--- src/rtl/buzzer_sequencer_pkg.sv ---
// Shared definitions for the buzzer burst sequencer.
// State encodings, board-clock default timings and a sizing helper.
package buzzer_sequencer_pkg;

    typedef enum logic [1:0] {
        ST_IDLE = 2'd0,
        ST_ON   = 2'd1,
        ST_OFF  = 2'd2
    } buz_state_e;

    // 0.5 s on / 0.5 s off at the 50 MHz board clock
    localparam int unsigned DEF_ON_CYCLES  = 25_000_000;
    localparam int unsigned DEF_OFF_CYCLES = 25_000_000;
    localparam int unsigned DEF_SYNC_STAGES = 2;

    localparam int unsigned MAX_BEEPS = 15;

    function automatic int unsigned max_of(
        input int unsigned a,
        input int unsigned b
    );
        return (a > b) ? a : b;
    endfunction

endpackage

--- src/rtl/buzzer_sequencer_sync.sv ---
// sync_bit: N-flop synchroniser for a single asynchronous bit.
// Ports: clk, rst (async active-low, clears chain), d_in (async), d_out (synced).
module sync_bit #(
    parameter int unsigned STAGES = 2
) (
    input  logic clk,
    input  logic rst,
    input  logic d_in,
    output logic d_out
);

    logic [STAGES-1:0] chain_q;
    logic [STAGES-1:0] chain_d;

    always_comb begin
        chain_d = {chain_q[STAGES-2:0], d_in};
    end

    always_ff @(posedge clk or negedge rst) begin
        if (!rst) begin
            chain_q <= '0;
        end else begin
            chain_q <= chain_d;
        end
    end

    assign d_out = chain_q[STAGES-1];

endmodule

--- src/rtl/buzzer_sequencer.sv ---
// buzzer_sequencer: gates a resynchronised tone onto the buzzer pad as a
// burst of timed beeps with start/busy/done handshake and stop abort.
// Ports: clk, rst (async active-low), tone_in (async tone), start,
//        beep_count[3:0], stop, buzzer (registered), busy, done (pulse).
module buzzer_sequencer
    import buzzer_sequencer_pkg::*;
#(
    parameter int unsigned ON_CYCLES   = DEF_ON_CYCLES,
    parameter int unsigned OFF_CYCLES  = DEF_OFF_CYCLES,
    parameter int unsigned SYNC_STAGES = DEF_SYNC_STAGES
) (
    input  logic       clk,
    input  logic       rst,
    input  logic       tone_in,
    input  logic       start,
    input  logic [3:0] beep_count,
    input  logic       stop,
    output logic       buzzer,
    output logic       busy,
    output logic       done
);

    localparam int unsigned CW =
        $clog2(max_of(ON_CYCLES, OFF_CYCLES) + 1);
    localparam logic [CW-1:0] ON_LAST  = CW'(ON_CYCLES - 1);
    localparam logic [CW-1:0] OFF_LAST = CW'(OFF_CYCLES - 1);

    logic tone_sync;

    sync_bit #(
        .STAGES (SYNC_STAGES)
    ) u_tone_sync (
        .clk   (clk),
        .rst   (rst),
        .d_in  (tone_in),
        .d_out (tone_sync)
    );

    buz_state_e    state_q, state_d;
    logic [CW-1:0] cnt_q, cnt_d;
    logic [3:0]    rem_q, rem_d;
    logic          busy_q, busy_d;
    logic          done_q, done_d;
    logic          buzzer_q, buzzer_d;

    always_comb begin
        state_d = state_q;
        cnt_d   = cnt_q;
        rem_d   = rem_q;
        busy_d  = busy_q;
        done_d  = 1'b0;

        unique case (state_q)
            ST_IDLE: begin
                // stop suppresses a same-cycle start, including the
                // zero-length done pulse
                if (start && !stop) begin
                    if (beep_count != 4'd0) begin
                        state_d = ST_ON;
                        rem_d   = beep_count;
                        cnt_d   = '0;
                        busy_d  = 1'b1;
                    end else begin
                        done_d = 1'b1;
                    end
                end
            end
            ST_ON: begin
                if (stop) begin
                    state_d = ST_IDLE;
                    cnt_d   = '0;
                    rem_d   = '0;
                    busy_d  = 1'b0;
                end else if (cnt_q == ON_LAST) begin
                    cnt_d = '0;
                    if (rem_q > 4'd1) begin
                        state_d = ST_OFF;
                        rem_d   = rem_q - 4'd1;
                    end else begin
                        // final beep ends straight into IDLE
                        state_d = ST_IDLE;
                        rem_d   = '0;
                        busy_d  = 1'b0;
                        done_d  = 1'b1;
                    end
                end else begin
                    cnt_d = cnt_q + CW'(1);
                end
            end
            ST_OFF: begin
                if (stop) begin
                    state_d = ST_IDLE;
                    cnt_d   = '0;
                    rem_d   = '0;
                    busy_d  = 1'b0;
                end else if (cnt_q == OFF_LAST) begin
                    state_d = ST_ON;
                    cnt_d   = '0;
                end else begin
                    cnt_d = cnt_q + CW'(1);
                end
            end
            default: begin
                state_d = ST_IDLE;
                cnt_d   = '0;
                rem_d   = '0;
                busy_d  = 1'b0;
            end
        endcase
    end

    // Tone follows the registered state; an abort silences it at once.
    always_comb begin
        buzzer_d = tone_sync && (state_q == ST_ON) && !stop;
    end

    always_ff @(posedge clk or negedge rst) begin
        if (!rst) begin
            state_q  <= ST_IDLE;
            cnt_q    <= '0;
            rem_q    <= '0;
            busy_q   <= 1'b0;
            done_q   <= 1'b0;
            buzzer_q <= 1'b0;
        end else begin
            state_q  <= state_d;
            cnt_q    <= cnt_d;
            rem_q    <= rem_d;
            busy_q   <= busy_d;
            done_q   <= done_d;
            buzzer_q <= buzzer_d;
        end
    end

    assign buzzer = buzzer_q;
    assign busy   = busy_q;
    assign done   = done_q;

endmodule

--- config.mk ---
export PLATFORM = sky130hd
export DESIGN_NAME = buzzer_sequencer
export DESIGN_NICKNAME = d
export VERILOG_FILES = /design/src/rtl/buzzer_sequencer_pkg.sv /design/src/rtl/buzzer_sequencer_sync.sv /design/src/rtl/buzzer_sequencer.sv
export SDC_FILE = /design/constraint.sdc
export NUM_CORES = 1
export LEC_CHECK = 0
export ABC_CLOCK_PERIOD_IN_PS = 1800
export CAP_MARGIN = 25
export CORE_MARGIN = 2
export CORE_UTILIZATION = 53
export DETAILED_ROUTE_END_ITERATION = 16
export MAX_ROUTING_LAYER = met4
export PLACE_DENSITY_LB_ADDON = 0.12
export SLEW_MARGIN = 15
export SYNTH_ARGS = -nofsm -noshare
export SYNTH_HDL_FRONTEND = slang
export SYNTH_HIERARCHICAL = 1
export SYNTH_SLANG_ARGS = --single-unit
--- constraint.sdc ---
create_clock -name clk -period 1.8 [get_ports clk]
set_input_delay 0.27 -clock clk [delete_from_list [all_inputs] [get_ports clk]]
set_output_delay 0.27 -clock clk [all_outputs]
set_load 0.005 [all_outputs]
==> results of run 1 <==
[kinds of logic (layout without fill, tap and decap cells)]
group	Yosys count	count (layout)	synth area share, %
flops	36	36	43.4
mux	4	4	2.05
compound gates	46	46	14.4
simple gates	103	103	28.7
xor+xnor	10	10	4.22
buf+inv	16	79	3.01
fa+ha+maj	7	7	4.22
[cells in the mapped netlist (3+ instances only)]
cell,number
a21oi_1,12
a31oi_1,9
and3_1,10
and4_1,5
clkbuf_1,5
dfrtp_1,36
ha_1,7
inv_1,9
nand2_1,19
nand2b_1,5
nand3_1,12
nand4_1,13
nor2_1,19
nor3_1,4
o21ai_0,4
o21ai_1,3
o22ai_1,4
o2bb2ai_1,3
or3_1,3
xor2_1,9
[power by group through the flow]
stage | Clock [mW] | Sequential (mW) | Combinational, mW
final | 0.779 | 1.00 | 1.63
after global routing | 0.815 | 1.02 | 1.78
after CTS | 0.785 | 0.991 | 1.39
after detailed placement | 0 | 1.00 | 1.32
after global placement | 0 | 0.990 | 1.27
after floorplan | 0 | 0.990 | 0.794
[final timing paths]
| check | start | endpoint | slack (ns) |
|---|---|---|---|
| hold reg to reg | u_tone_sync/chain_q[0] | u_tone_sync/chain_q[1] | 0.35 |
| max in group asynchronous | rst | cnt_q[2] | 1.08 |
| hold / removal | u_tone_sync/chain_q[0] | u_tone_sync/chain_q[1] | 0.35 |
| min in group asynchronous | rst | cnt_q[24] | 0.38 |
| setup / recovery | cnt_q[0] | busy | 0.02 |
| setup reg to reg | cnt_q[0] | busy | 0.02 |
[final cells by class]
type | instances | area [um2] | area share, %
Timing Repair Buffer | 62 | 512 | 17.6
Sequential cell | 36 | 901 | 31.1
Multi-Input combinational cell | 170 | 1270 | 43.7
Inverter | 9 | 33.8 | 1.16
Tap cell | 48 | 60.1 | 2.07
Clock buffer | 7 | 96.3 | 3.32
Clock inverter | 1 | 30.0 | 1.04
[layer usage]
| metal | up-vias | share of wire [%] | track usage [%] |
|---|---|---|---|
| li1 | 948 | - | - |
| met1 | 989 | 43 | 32.8 |
| met2 | 78 | 49 | 46.3 |
| met3 | 19 | 4.8 | 6.76 |
| met4 | 0 | 2.7 | 12.2 |
| met5 | - | 0 | - |
[through the flow]
stage / total power [mW] / utilization [%]
after floorplan: 1.78 / -
after detailed placement: 2.32 / 69.7
final: 3.42 / 78.0
after CTS: 3.17 / 74.4
after global routing: 3.61 / 78.0
after global placement: 2.26 / 69.7
[repair_timing]
item	CTS	global route
pin swaps	5	4
setup buffers	1	1
setup endpoints to repair	9	32
gates cloned	1	0
gates resized for setup	9	24
[registers in the layout, indices dropped and copies added (netlist names)]
register / flops
done: 1
u_tone_sync/chain_q: 2
rem_q: 4
state_q: 2
buzzer: 1
cnt_q: 25
busy: 1
==> flow_metrics.tcl, run 1 <==
set metrics [dict create \
    pwr-share-clk_pct 22.8 \
    drt_first_pass_iters 5 \
    dpl_worst_slack_ns -0.236 \
    netSwitchingFraction_pct 37.8 \
    cts.hold.buffers_added 0 \
    clkLatencyLatePin_ns 0.29 \
    core_area_um2 3720 \
    stdcell_area_um2 2900 \
    portBuffers 11 \
    maxSlewViolCount 0 \
    layout.cells.most_common "buf_4" \
    n_fill_cell 232 \
    pwr-share-seq_pct 29.4 \
    htree_levels 2 \
    syn_inst 222 \
    drt_iter0_markers 156 \
    final-instance-count-excl-fill 333 \
    max_stage_delay_ns 0.40 \
    cp.required_ns 1.98 \
    fp.dieH_um 66.6 \
    antenna_found_initial 0 \
    synth_edf_count 0 \
    layout_common_cells "buf_4, dfrtp_1, nand2_1, nor2_1, nand4_1" \
    yosys.area.top_type_share_pct 43.4 \
    power_density_nw_per_um2 1180 \
    finalHoldWorstSlack_ns 0.353 \
    routed_wirelength_um 5640 \
    p_leak_nw 1.30 \
    syn_nets 238 \
    dieWidth_um 66.6 \
    overflow 0 \
    syn_area_per_cell_um2 9.35 \
    cp.arrival_ns 1.96 \
    synth_flop_cell "dfrtp_1" \
    final_nets 300 \
    combPwrFrac_pct 47.8 \
    ys_top_cells_by_area "dfrtp_1, ha_1, nand4_1" \
    critPathSlowestCell "dfrtp_1" \
    initial_core_util_pct 55.9 \
    ir_drop_uv 829 \
    syn_area_um2 2080 \
    cts_buffer_depth 2 \
    setup_viol 0 \
    relSlewSlack_pct 69.7 \
    cap_violations 0 \
    crit_path_end_kind "register" \
    vias_per_cell 6.11 \
    crit_chain "ha_2 -> and3_4 -> and4_4 -> nand4b_1 -> a21oi_2 -> mux2_4" \
    clock.fmax_mhz 561 \
    setup_ws_ns 0.0183 \
    finalHoldViolCount 0 \
    synth-seq-cells 36 \
    status "finished clean" \
    cts_sinks 36 \
    grt_pass1_vias 2056 \
    rsz0062_at_grt "yes" \
    yosysUniqueCellTypes 42 \
    critPathTopFamily "simple AND/OR/NAND/NOR gates" \
    dieArea_um2 4430 \
    ys_seq_area_share_pct 43.4 \
    cp.depth 6 \
    drc 0 \
    power.internal_mw 2.13 \
    cts_tree "built" \
    finalSetupTns_ns 0 \
    yosys_warnings 6 \
    ios 12 \
    grt_pass1_wl_um 9160 \
    num_rows 22 \
    async_reset_ff_share_pct 100 \
    clock_skew_ns 0.00531 \
    wire_per_inst_um 16.9 \
    cp-start-kind "register" \
    clock-root-buffer "clkbuf_8" \
    power_switching_mw 1.29 \
    hp-class "register to register" \
    path_class "register to register" \
    min_period_over_period_pct 99.0 \
    tightest_slew_ns 0.455 \
    rr_worst_depth 6 \
    yosysTopAreaCell "dfrtp_1" \
    grt_max_degree 37 \
    clk_pin_slew_worst_paths_ns 0.07 \
    dp.cells 322 \
    grt_usage_pct 28.1 \
    fin_crit_ns 1.78 \
    hpwl_um 3800 \
    syn2layout_area_growth_pct 39.7 \
    path_buf_inv 0 \
    placed_cell_area_um2 2590 \
    final_layout_size_suffix_gt1_share_pct 30.5 \
    min_path_cells 0 \
    diodes 0 \
    cts_made_buffers 5 \
    worstPathMaxFanout 3 \
    ant_nets 0 \
    via_count 2034 \
    gp_congestion 0.914 \
]
Note: power is estimated with default switching activity, not from simulation.
==> run 2, diff against run 1 <==
--- a/config.mk
+++ b/config.mk
@@ -12,6 +12,7 @@
 export DETAILED_ROUTE_END_ITERATION = 16
 export MAX_ROUTING_LAYER = met4
 export PLACE_DENSITY_LB_ADDON = 0.12
+export SKIP_LAST_GASP = 1
 export SLEW_MARGIN = 15
 export SYNTH_ARGS = -nofsm -noshare
 export SYNTH_HDL_FRONTEND = slang
==> run 2 against run 1 <==
  * Critical path depth is the same
  * Power shrank 0.70%
  * Combinational power is essentially flat
  * Worst hold slack is essentially flat
  * Largest power group unchanged
  * Non-clock buffer count grew 1
  * Maximum frequency shrank 0.40%
  * Largest cell class unchanged
  * Sequential share of layout area is essentially flat
  * Wire length grew 0.76%
  * Highest routed layer unchanged
  * Critical path type unchanged
  * Final area grew 0.13%
==> flow_metrics.tcl, run 2 (synthesized netlist as in run 1, its figures left out) <==
set metrics [dict create \
    num_rows 22 \
    layout_common_cells "buf_4, dfrtp_1, nand2_1, nor2_1, nand4_1" \
    overflow 0 \
    initial_core_util_pct 55.9 \
    htree_levels 2 \
    cap_violations 0 \
    crit_path_end_kind "register" \
    cts_sinks 36 \
    wire_per_inst_um 17.0 \
    hpwl_um 3800 \
    largest_register_ffs 25 \
    cts_buffer_depth 2 \
    clkLatencyLatePin_ns 0.29 \
    worstPathMaxFanout 2 \
    portBuffers 11 \
    rsz0062_at_grt "yes" \
    grt_max_degree 37 \
    dieArea_um2 4430 \
    cts_tree "built" \
    layout.cells.most_common "buf_4" \
    path_class "register to register" \
    grt_pass1_wl_um 9180 \
    status "finished clean" \
    maxSlewViolCount 0 \
    cp-start-kind "register" \
    setup_viol 0 \
    grt_pass1_vias 2056 \
    via_count 2044 \
    critPathSlowestCell "dfrtp_1" \
    grt_usage_pct 28.1 \
    antenna_found_initial 0 \
    drt_first_pass_iters 5 \
    cp.required_ns 1.97 \
    syn2layout_area_growth_pct 39.9 \
    final_nets 301 \
    largestRegisters "cnt_q: 25 flops, rem_q: 4 flops" \
    utilization_pct 78.1 \
    dieWidth_um 66.6 \
    gp_congestion 0.914 \
    p_leak_nw 1.30 \
    clock_skew_ns 0.00624 \
    relSlewSlack_pct 70.0 \
    clk_pin_slew_worst_paths_ns 0.07 \
    clock.fmax_mhz 559 \
    finalHoldWorstSlack_ns 0.353 \
    regMostFlops "cnt_q" \
    ant_nets 0 \
    ios 12 \
    drt_iter0_markers 198 \
    fp.dieH_um 66.6 \
    diodes 0 \
    clock-root-buffer "clkbuf_8" \
    core_area_um2 3720 \
    drc 0 \
    finalHoldViolCount 0 \
    power_mw 3.39 \
    cts_made_buffers 5 \
    power_density_nw_per_um2 1170 \
    max_stage_delay_ns 0.39 \
    final_layout_size_suffix_gt1_share_pct 31.5 \
    routed_wirelength_um 5690 \
    hp-class "register to register" \
    vias_per_cell 6.12 \
    fin_crit_ns 1.79 \
    cp.arrival_ns 1.96 \
    ir_drop_uv 885 \
    tightest_slew_ns 0.450 \
    min_period_over_period_pct 99.4 \
    crit_chain "nor3_2 -> buf_4 -> nand4_1 -> nor4_4 -> o31ai_2 -> mux2_1" \
]
run 2: repair_timing:
action                                  CTS  global route
hold buffers                              0             0
endpoints found under the setup margin    9            31
buffers inserted                          1             2
gates cloned                              1             0
gates resized for setup                   8            26
pin swaps                                 5             3
run 2: worst max-delay path, delay by kind of cell (launching register included):
kind / cells / cell delay (ns)
simple gates: 3 / 0.65
flops: 1 / 0.39
mux: 1 / 0.32
buf+inv: 1 / 0.17
compound gates: 1 / 0.13
run 2: path summary, 6_finish.rpt:
check                                  startpoint                      to  slack, ns  cells after the start
max                                     cnt_q[10]              state_q[0]       0.01                      6
min                        u_tone_sync/chain_q[0]  u_tone_sync/chain_q[1]       0.35                      0
min reg2reg                u_tone_sync/chain_q[0]  u_tone_sync/chain_q[1]       0.35                      0
min in group asynchronous                     rst               cnt_q[12]       0.38                      2
max in group asynchronous                     rst              state_q[0]       1.09                      2
max reg2reg                             cnt_q[10]              state_q[0]       0.01                      6
run 2: area by class of cell:
cell class,instances,area (um2)
inverters,9,33.8
repair buffers,63,519
flip-flops and latches,36,901
well taps,48,60.1
clock inverters,1,30.0
clock buffers,7,96.3
fillers,231,812
multi-input cells,170,1260
run 2: per-layer routing:
metal | vias to the layer above | wire length (um) | share of wire (%) | GRT usage (%)
met1 | 994 | 2430 | 43 | 33.1
li1 | 953 | - | - | -
met5 | - | 0 | 0 | -
met4 | 0 | 146 | 2.6 | 12.8
met3 | 16 | 290 | 5.1 | 7.26
met2 | 81 | 2820 | 50 | 45.4
run 2: power by group:
| group | internal [mW] | switching, mW |
|---|---|---|
| combinational | 0.710 | 0.899 |
| sequential | 0.907 | 0.0981 |
| clock | 0.489 | 0.292 |
run 2: through the flow:
| step | std cells | setup TNS [ns] | setup slack [ns] | cell area (um2) |
|---|---|---|---|---|
| after floorplan | 222 | -0.00582 | -0.00582 | 2080 |
| after global placement | 322 | -1.28 | -0.130 | 2590 |
| after detailed placement | 322 | -3.55 | -0.236 | 2590 |
| after global routing | 334 | -0.608 | -0.0944 | 2900 |
| final | 334 | 0 | 0.0112 | 2900 |
| after CTS | 332 | -0.00165 | -0.00165 | 2760 |
